--- src/rtl/isp1761_access_sequencer_pkg.sv ---
// Shared types and default bus timing for the ISP1761 access sequencer.
// Timing values are counted in csi_clk cycles.
package isp1761_pkg;

    localparam int unsigned ADDR_W = 18;
    localparam int unsigned DATA_W = 32;
    localparam int unsigned CNT_W  = 4;

    localparam int unsigned DEF_T_SETUP   = 1;
    localparam int unsigned DEF_T_STROBE  = 4;
    localparam int unsigned DEF_T_HOLD    = 1;
    localparam int unsigned DEF_T_RECOVER = 2;

    typedef enum logic [2:0] {
        ST_IDLE    = 3'd0,
        ST_SETUP   = 3'd1,
        ST_STROBE  = 3'd2,
        ST_HOLD    = 3'd3,
        ST_DONE    = 3'd4,
        ST_RECOVER = 3'd5
    } state_t;

endpackage

--- src/rtl/isp1761_access_sequencer.sv ---
// Turns single Avalon-style read/write requests into timed ISP1761 bus cycles
// (setup / strobe / hold / recover), every output driven from a register.
module isp1761_access_sequencer
    import isp1761_pkg::*;
#(
    parameter int unsigned T_SETUP   = DEF_T_SETUP,
    parameter int unsigned T_STROBE  = DEF_T_STROBE,
    parameter int unsigned T_HOLD    = DEF_T_HOLD,
    parameter int unsigned T_RECOVER = DEF_T_RECOVER
) (
    input  logic              csi_clk,
    input  logic              rsi_rst_n,
    input  logic [ADDR_W-1:0] avs_address,
    input  logic              avs_read,
    input  logic              avs_write,
    input  logic [DATA_W-1:0] avs_writedata,
    output logic [DATA_W-1:0] avs_readdata,
    output logic              avs_waitrequest,
    output logic              coe_cs_n,
    output logic [ADDR_W-1:0] coe_address,
    output logic              coe_read_n,
    output logic              coe_write_n,
    output logic [DATA_W-1:0] coe_writedata,
    input  logic [DATA_W-1:0] coe_readdata
);

    state_t             r_state;
    state_t             w_state_nxt;
    logic [CNT_W-1:0]   r_cnt;
    logic [CNT_W-1:0]   w_cnt_nxt;

    logic               r_is_write;
    logic [ADDR_W-1:0]  r_addr;
    logic [DATA_W-1:0]  r_wdata;
    logic [DATA_W-1:0]  r_readdata;
    logic               r_cs_n;
    logic               r_read_n;
    logic               r_write_n;
    logic               r_wait;

    logic               w_accept;
    logic               w_dir_nxt;
    logic               w_cs_n_nxt;
    logic               w_read_n_nxt;
    logic               w_write_n_nxt;
    logic               w_wait_nxt;
    logic               w_capture;

    // Counter preload on entry to a timed state; it counts down to zero.
    function automatic logic [CNT_W-1:0] load_count(input state_t s);
        case (s)
            ST_SETUP:   load_count = CNT_W'(T_SETUP)   - 1'b1;
            ST_STROBE:  load_count = CNT_W'(T_STROBE)  - 1'b1;
            ST_HOLD:    load_count = CNT_W'(T_HOLD)    - 1'b1;
            ST_RECOVER: load_count = CNT_W'(T_RECOVER) - 1'b1;
            default:    load_count = '0;
        endcase
    endfunction

    // A request is only ever looked at in IDLE; both strobes high means write.
    assign w_accept  = (r_state == ST_IDLE) && (avs_read || avs_write);
    assign w_dir_nxt = w_accept ? avs_write : r_is_write;
    assign w_capture = (r_state == ST_STROBE) && (r_cnt == '0) && !r_is_write;

    always_ff @(posedge csi_clk or negedge rsi_rst_n) begin
        if (!rsi_rst_n) begin
            r_state <= ST_IDLE;
            r_cnt   <= '0;
        end else begin
            r_state <= w_state_nxt;
            r_cnt   <= w_cnt_nxt;
        end
    end

    always_comb begin
        w_state_nxt = r_state;
        w_cnt_nxt   = r_cnt;
        case (r_state)
            ST_IDLE: begin
                if (w_accept)
                    w_state_nxt = (T_SETUP != 0) ? ST_SETUP : ST_STROBE;
            end
            ST_SETUP: begin
                if (r_cnt == '0) w_state_nxt = ST_STROBE;
                else             w_cnt_nxt   = r_cnt - 1'b1;
            end
            ST_STROBE: begin
                if (r_cnt == '0) w_state_nxt = (T_HOLD != 0) ? ST_HOLD : ST_DONE;
                else             w_cnt_nxt   = r_cnt - 1'b1;
            end
            ST_HOLD: begin
                if (r_cnt == '0) w_state_nxt = ST_DONE;
                else             w_cnt_nxt   = r_cnt - 1'b1;
            end
            ST_DONE: begin
                w_state_nxt = (T_RECOVER != 0) ? ST_RECOVER : ST_IDLE;
            end
            ST_RECOVER: begin
                if (r_cnt == '0) w_state_nxt = ST_IDLE;
                else             w_cnt_nxt   = r_cnt - 1'b1;
            end
            default: w_state_nxt = ST_IDLE;
        endcase
        if (w_state_nxt != r_state)
            w_cnt_nxt = load_count(w_state_nxt);
    end

    // Outputs are decoded from the next state so the registers line up with it.
    always_comb begin
        w_cs_n_nxt    = 1'b1;
        w_read_n_nxt  = 1'b1;
        w_write_n_nxt = 1'b1;
        w_wait_nxt    = 1'b1;
        case (w_state_nxt)
            ST_SETUP, ST_HOLD: w_cs_n_nxt = 1'b0;
            ST_STROBE: begin
                w_cs_n_nxt = 1'b0;
                if (w_dir_nxt) w_write_n_nxt = 1'b0;
                else           w_read_n_nxt  = 1'b0;
            end
            ST_DONE: w_wait_nxt = 1'b0;
            default: ;
        endcase
    end

    always_ff @(posedge csi_clk or negedge rsi_rst_n) begin
        if (!rsi_rst_n) begin
            r_is_write <= 1'b0;
            r_addr     <= '0;
            r_wdata    <= '0;
            r_readdata <= '0;
            r_cs_n     <= 1'b1;
            r_read_n   <= 1'b1;
            r_write_n  <= 1'b1;
            r_wait     <= 1'b1;
        end else begin
            if (w_accept) begin
                r_is_write <= avs_write;
                r_addr     <= avs_address;
                r_wdata    <= avs_writedata;
            end
            if (w_capture)
                r_readdata <= coe_readdata;
            r_cs_n    <= w_cs_n_nxt;
            r_read_n  <= w_read_n_nxt;
            r_write_n <= w_write_n_nxt;
            r_wait    <= w_wait_nxt;
        end
    end

    assign avs_readdata    = r_readdata;
    assign avs_waitrequest = r_wait;
    assign coe_cs_n        = r_cs_n;
    assign coe_address     = r_addr;
    assign coe_read_n      = r_read_n;
    assign coe_write_n     = r_write_n;
    assign coe_writedata   = r_wdata;

endmodule

--- config.mk ---
export PLATFORM = sky130hd
export DESIGN_NAME = isp1761_access_sequencer
export DESIGN_NICKNAME = d
export VERILOG_FILES = /design/src/rtl/isp1761_access_sequencer_pkg.sv /design/src/rtl/isp1761_access_sequencer.sv
export SDC_FILE = /design/constraint.sdc
export NUM_CORES = 1
export LEC_CHECK = 0
export BUFFER_PORTS_ARGS = -buffer_cell sky130_fd_sc_hd__buf_4
export CORE_UTILIZATION = 47
export CTS_CLUSTER_SIZE = 20
export DETAILED_ROUTE_END_ITERATION = 6
export PLACE_DENSITY = 0.79
export SLEW_MARGIN = 40
export SYNTH_ARGS = -nofsm -noshare
export SYNTH_HDL_FRONTEND = slang
export SYNTH_SLANG_ARGS = --single-unit
--- constraint.sdc ---
create_clock -name csi_clk -period 2.5 [get_ports csi_clk]
set_input_delay 0.5 -clock csi_clk [delete_from_list [all_inputs] [get_ports csi_clk]]
set_output_delay 0.5 -clock csi_clk [all_outputs]
set_load 0.005 [all_outputs]
==> flow_summary_export.csv <==
group,metric,value,unit
floorplanning,rows,32,
floorplanning,start_util,49.33,%
clock_tree,cts_root_buffer,"clkbuf_8",
logic_synthesis,yosysUniqueCellTypes,37,
sta,rsz0062_at_grt,"false",
outcome,status,"finished, final reports clean",
power_and_ir_drop,p_total,6.954,mW
logic_synthesis,synthArstFlopShare,100.0,%
finish,final_common_cell,"buf_4",
logic_synthesis,yosysSeqAreaShare,61.21,%
place,dp.final_hpwl,6454,um
global_routing,track_usage,20.95,%
logic_synthesis,synth_area_per_cell,15.91,um^2
sta,layout_min_cycle_time,2.278,ns
clock_tree,clk_pin_slew_worst_paths,0.09,ns
logic_synthesis,synth_edf_count,0,
hold_path,min_path_type,"input pin to asynchronous set/reset pin",
sta,fmax,0.4389,GHz
global_routing,grt-ovfl-total,0,
clock_tree,cts_max_level,3,
sta,setup_viol,0,
sta,hold_viol_final,0,
global_routing,grt_pass1_vias,2634,
logic_synthesis,synth_seq_cells,94,
sta,setup-tns-final,0,ns
route,wl,8597,um
route,drt_iter0_drc,66,
finish,most-common-layout-cells,"buf_4 (173), dfrtp_1 (90), mux2_2 (52)",
setup_path,start_kind,"flop",
global_routing,antenna_found_initial,0,
sta,max_slew.worst_pin.slew,0.6003,ns
clock_tree,cts_setup_buffers,0,
power_and_ir_drop,leakage,2.664,nW
setup_path,critPathArrivalTime,2.51,ns
route,postRouteAntennaNets,0,
global_routing,grt_max_degree,49,
place,place_congestion,0.9056,
clock_tree,cts_tree,"done",
setup_path,critPathKind,"flop to flop",
route,drt_pre_antenna_iters,4,
floorplanning,die_h,92.52,um
floorplanning,io_pins,172,
logic_synthesis,syn-num-nets,329,
logic_synthesis,synthFlopType,"dfrtp_1",
place,io_buffers,171,
logic_synthesis,synth_area,3851,um^2
finish,fin_nets,503,
job,cap_violations,0,
route,wire_per_inst,16.50,um
route,viasPerCell,5.029,
logic_synthesis,syn_inst,242,
setup_path,reg2reg_slack,0.22,ns
clock_tree,ctsResizeCount,0,
finish,final_layout_size_suffix_gt1_share,67.78,%
floorplanning,die_width,92.52,um
finish,num_antenna_cells,0,
power_and_ir_drop,power.density,1285,nW/um^2
logic_synthesis,ys_warn_count,0,
setup_path,cp-end-kind,"flop",
sta,drv_slew,0,
clock_tree,numCtsBuffers,9,
finish,syn_to_final_growth,40.55,%
sta,relSlewSlack,59.98,%
clock_tree,cts_buffer_depth,2,
route,drc,0,
floorplanning,die_area,8560,um^2
clock_tree,cts_num_sinks,94,
setup_path,critPathMaxFanout,32,
global_routing,grt_first_pass_wirelength,13660,um
clock_tree,cts_hold_buf,0,
floorplanning,core,7807,um^2
sta,post-route-period-util,91.14,%
sta,skew,0.01064,ns
power_and_ir_drop,ir_drop,0.0006619,V
setup_path,worstPathRequired,2.73,ns
route,vias,2620,
clock_tree,clk_latency,0.35,ns
finish,n_fill_cell,545,
report_power, final:
group | leakage, nW | internal [mW] | total, mW | switching [mW]
Clock | 0.0891 | 0.457 | 0.971 | 0.515
Combinational | 1.47 | 2.08 | 3.18 | 1.10
Sequential | 1.10 | 2.32 | 2.80 | 0.485
synthesized netlist by cell type (2+ instances only):
cell type,number,share of area [%]
dfstp_2,4,2.7
clkbuf_1,4,0.39
nand2_1,4,0.39
mux2_2,52,15
a32o_1,2,0.52
buf_2,5,0.65
o21ai_0,3,0.39
dfrtp_1,90,58
nand2b_1,4,0.65
o32ai_1,2,0.45
nor3_1,4,0.52
mux2_4,30,12
inv_1,4,0.39
buf_12,3,1.6
nor2_1,8,0.78
and2_1,2,0.32
worst max-delay path, cell delays in order, from the launching register on:
cell and delay (ns):
dfrtp_1 0.42, inv_1 0.11, ha_1 0.24, or3b_4 0.42, or4_4 0.44, buf_12 0.21, mux2_4 0.32
layer usage:
layer	wire, um	track usage [%]	vias to the layer above	share of wire, %
met5	0	0	-	0
met4	98	5.990	0	1.1
met3	773	6.814	8	9.0
met2	4140	32.65	125	48
met1	3585	28.11	1280	42
li1	-	-	1207	-
path summary, 6_finish.rpt:
| path | startpoint | endpoint | cells past startpoint |
|---|---|---|---|
| max | r_cnt[0]$_DFFE_PN0P_ | avs_readdata[10]$_DFFE_PN0P_ | 6 |
| min | rsi_rst_n | avs_readdata[18]$_DFFE_PN0P_ | 1 |
| max reg2reg | r_cnt[0]$_DFFE_PN0P_ | avs_readdata[10]$_DFFE_PN0P_ | 6 |
| min reg2reg | coe_address[6]$_DFFE_PN0P_ | coe_address[6]$_DFFE_PN0P_ | 1 |
| max in group asynchronous | rsi_rst_n | coe_address[5]$_DFFE_PN0P_ | 2 |
| min in group csi_clk | coe_readdata[16] | avs_readdata[16]$_DFFE_PN0P_ | 2 |
logic make-up after synthesis:
logic type,after synthesis,synth area share [%]
simple gates,32,4.938
buf+inv,17,3.281
compound gates,16,3.346
flops,94,61.21
mux,82,26.90
fa+ha+maj,1,0.3248
registers in the layout, summed over array words and instances (netlist names):
signal / flops
coe_write_n: 1
avs_readdata: 32
coe_read_n: 1
r_is_write: 1
coe_writedata: 32
r_cnt: 4
coe_cs_n: 1
avs_waitrequest: 1
r_state: 3
coe_address: 18
stage by stage:
stage	setup WS, ns	area, um^2	hold WS [ns]	util [%]	instances
finish	0.2215	5413	0.1579	69.33	521
global route	0.1407	5413	0.1951	69.33	521
CTS	0.2387	5413	0.1640	69.33	521
detailed placement	0.2439	5228	0.4961	66.96	507
global placement	0.3282	5228	0.4909	66.96	507
floorplan	0.3308	3851	0.2044	-	242
final cells by class:
| cell class | count | area, um^2 | area share (%) |
|---|---|---|---|
| clock inverter | 5 | 61.31 | 1.133 |
| multi-input combinational | 131 | 1369 | 25.29 |
| clock buffer | 9 | 123.9 | 2.288 |
| sequential | 94 | 2357 | 43.55 |
| tap | 102 | 127.6 | 2.358 |
| inverter | 4 | 15.01 | 0.2774 |
| timing repair buffer | 176 | 1359 | 25.10 |
Power figures use the tool's default switching activity.
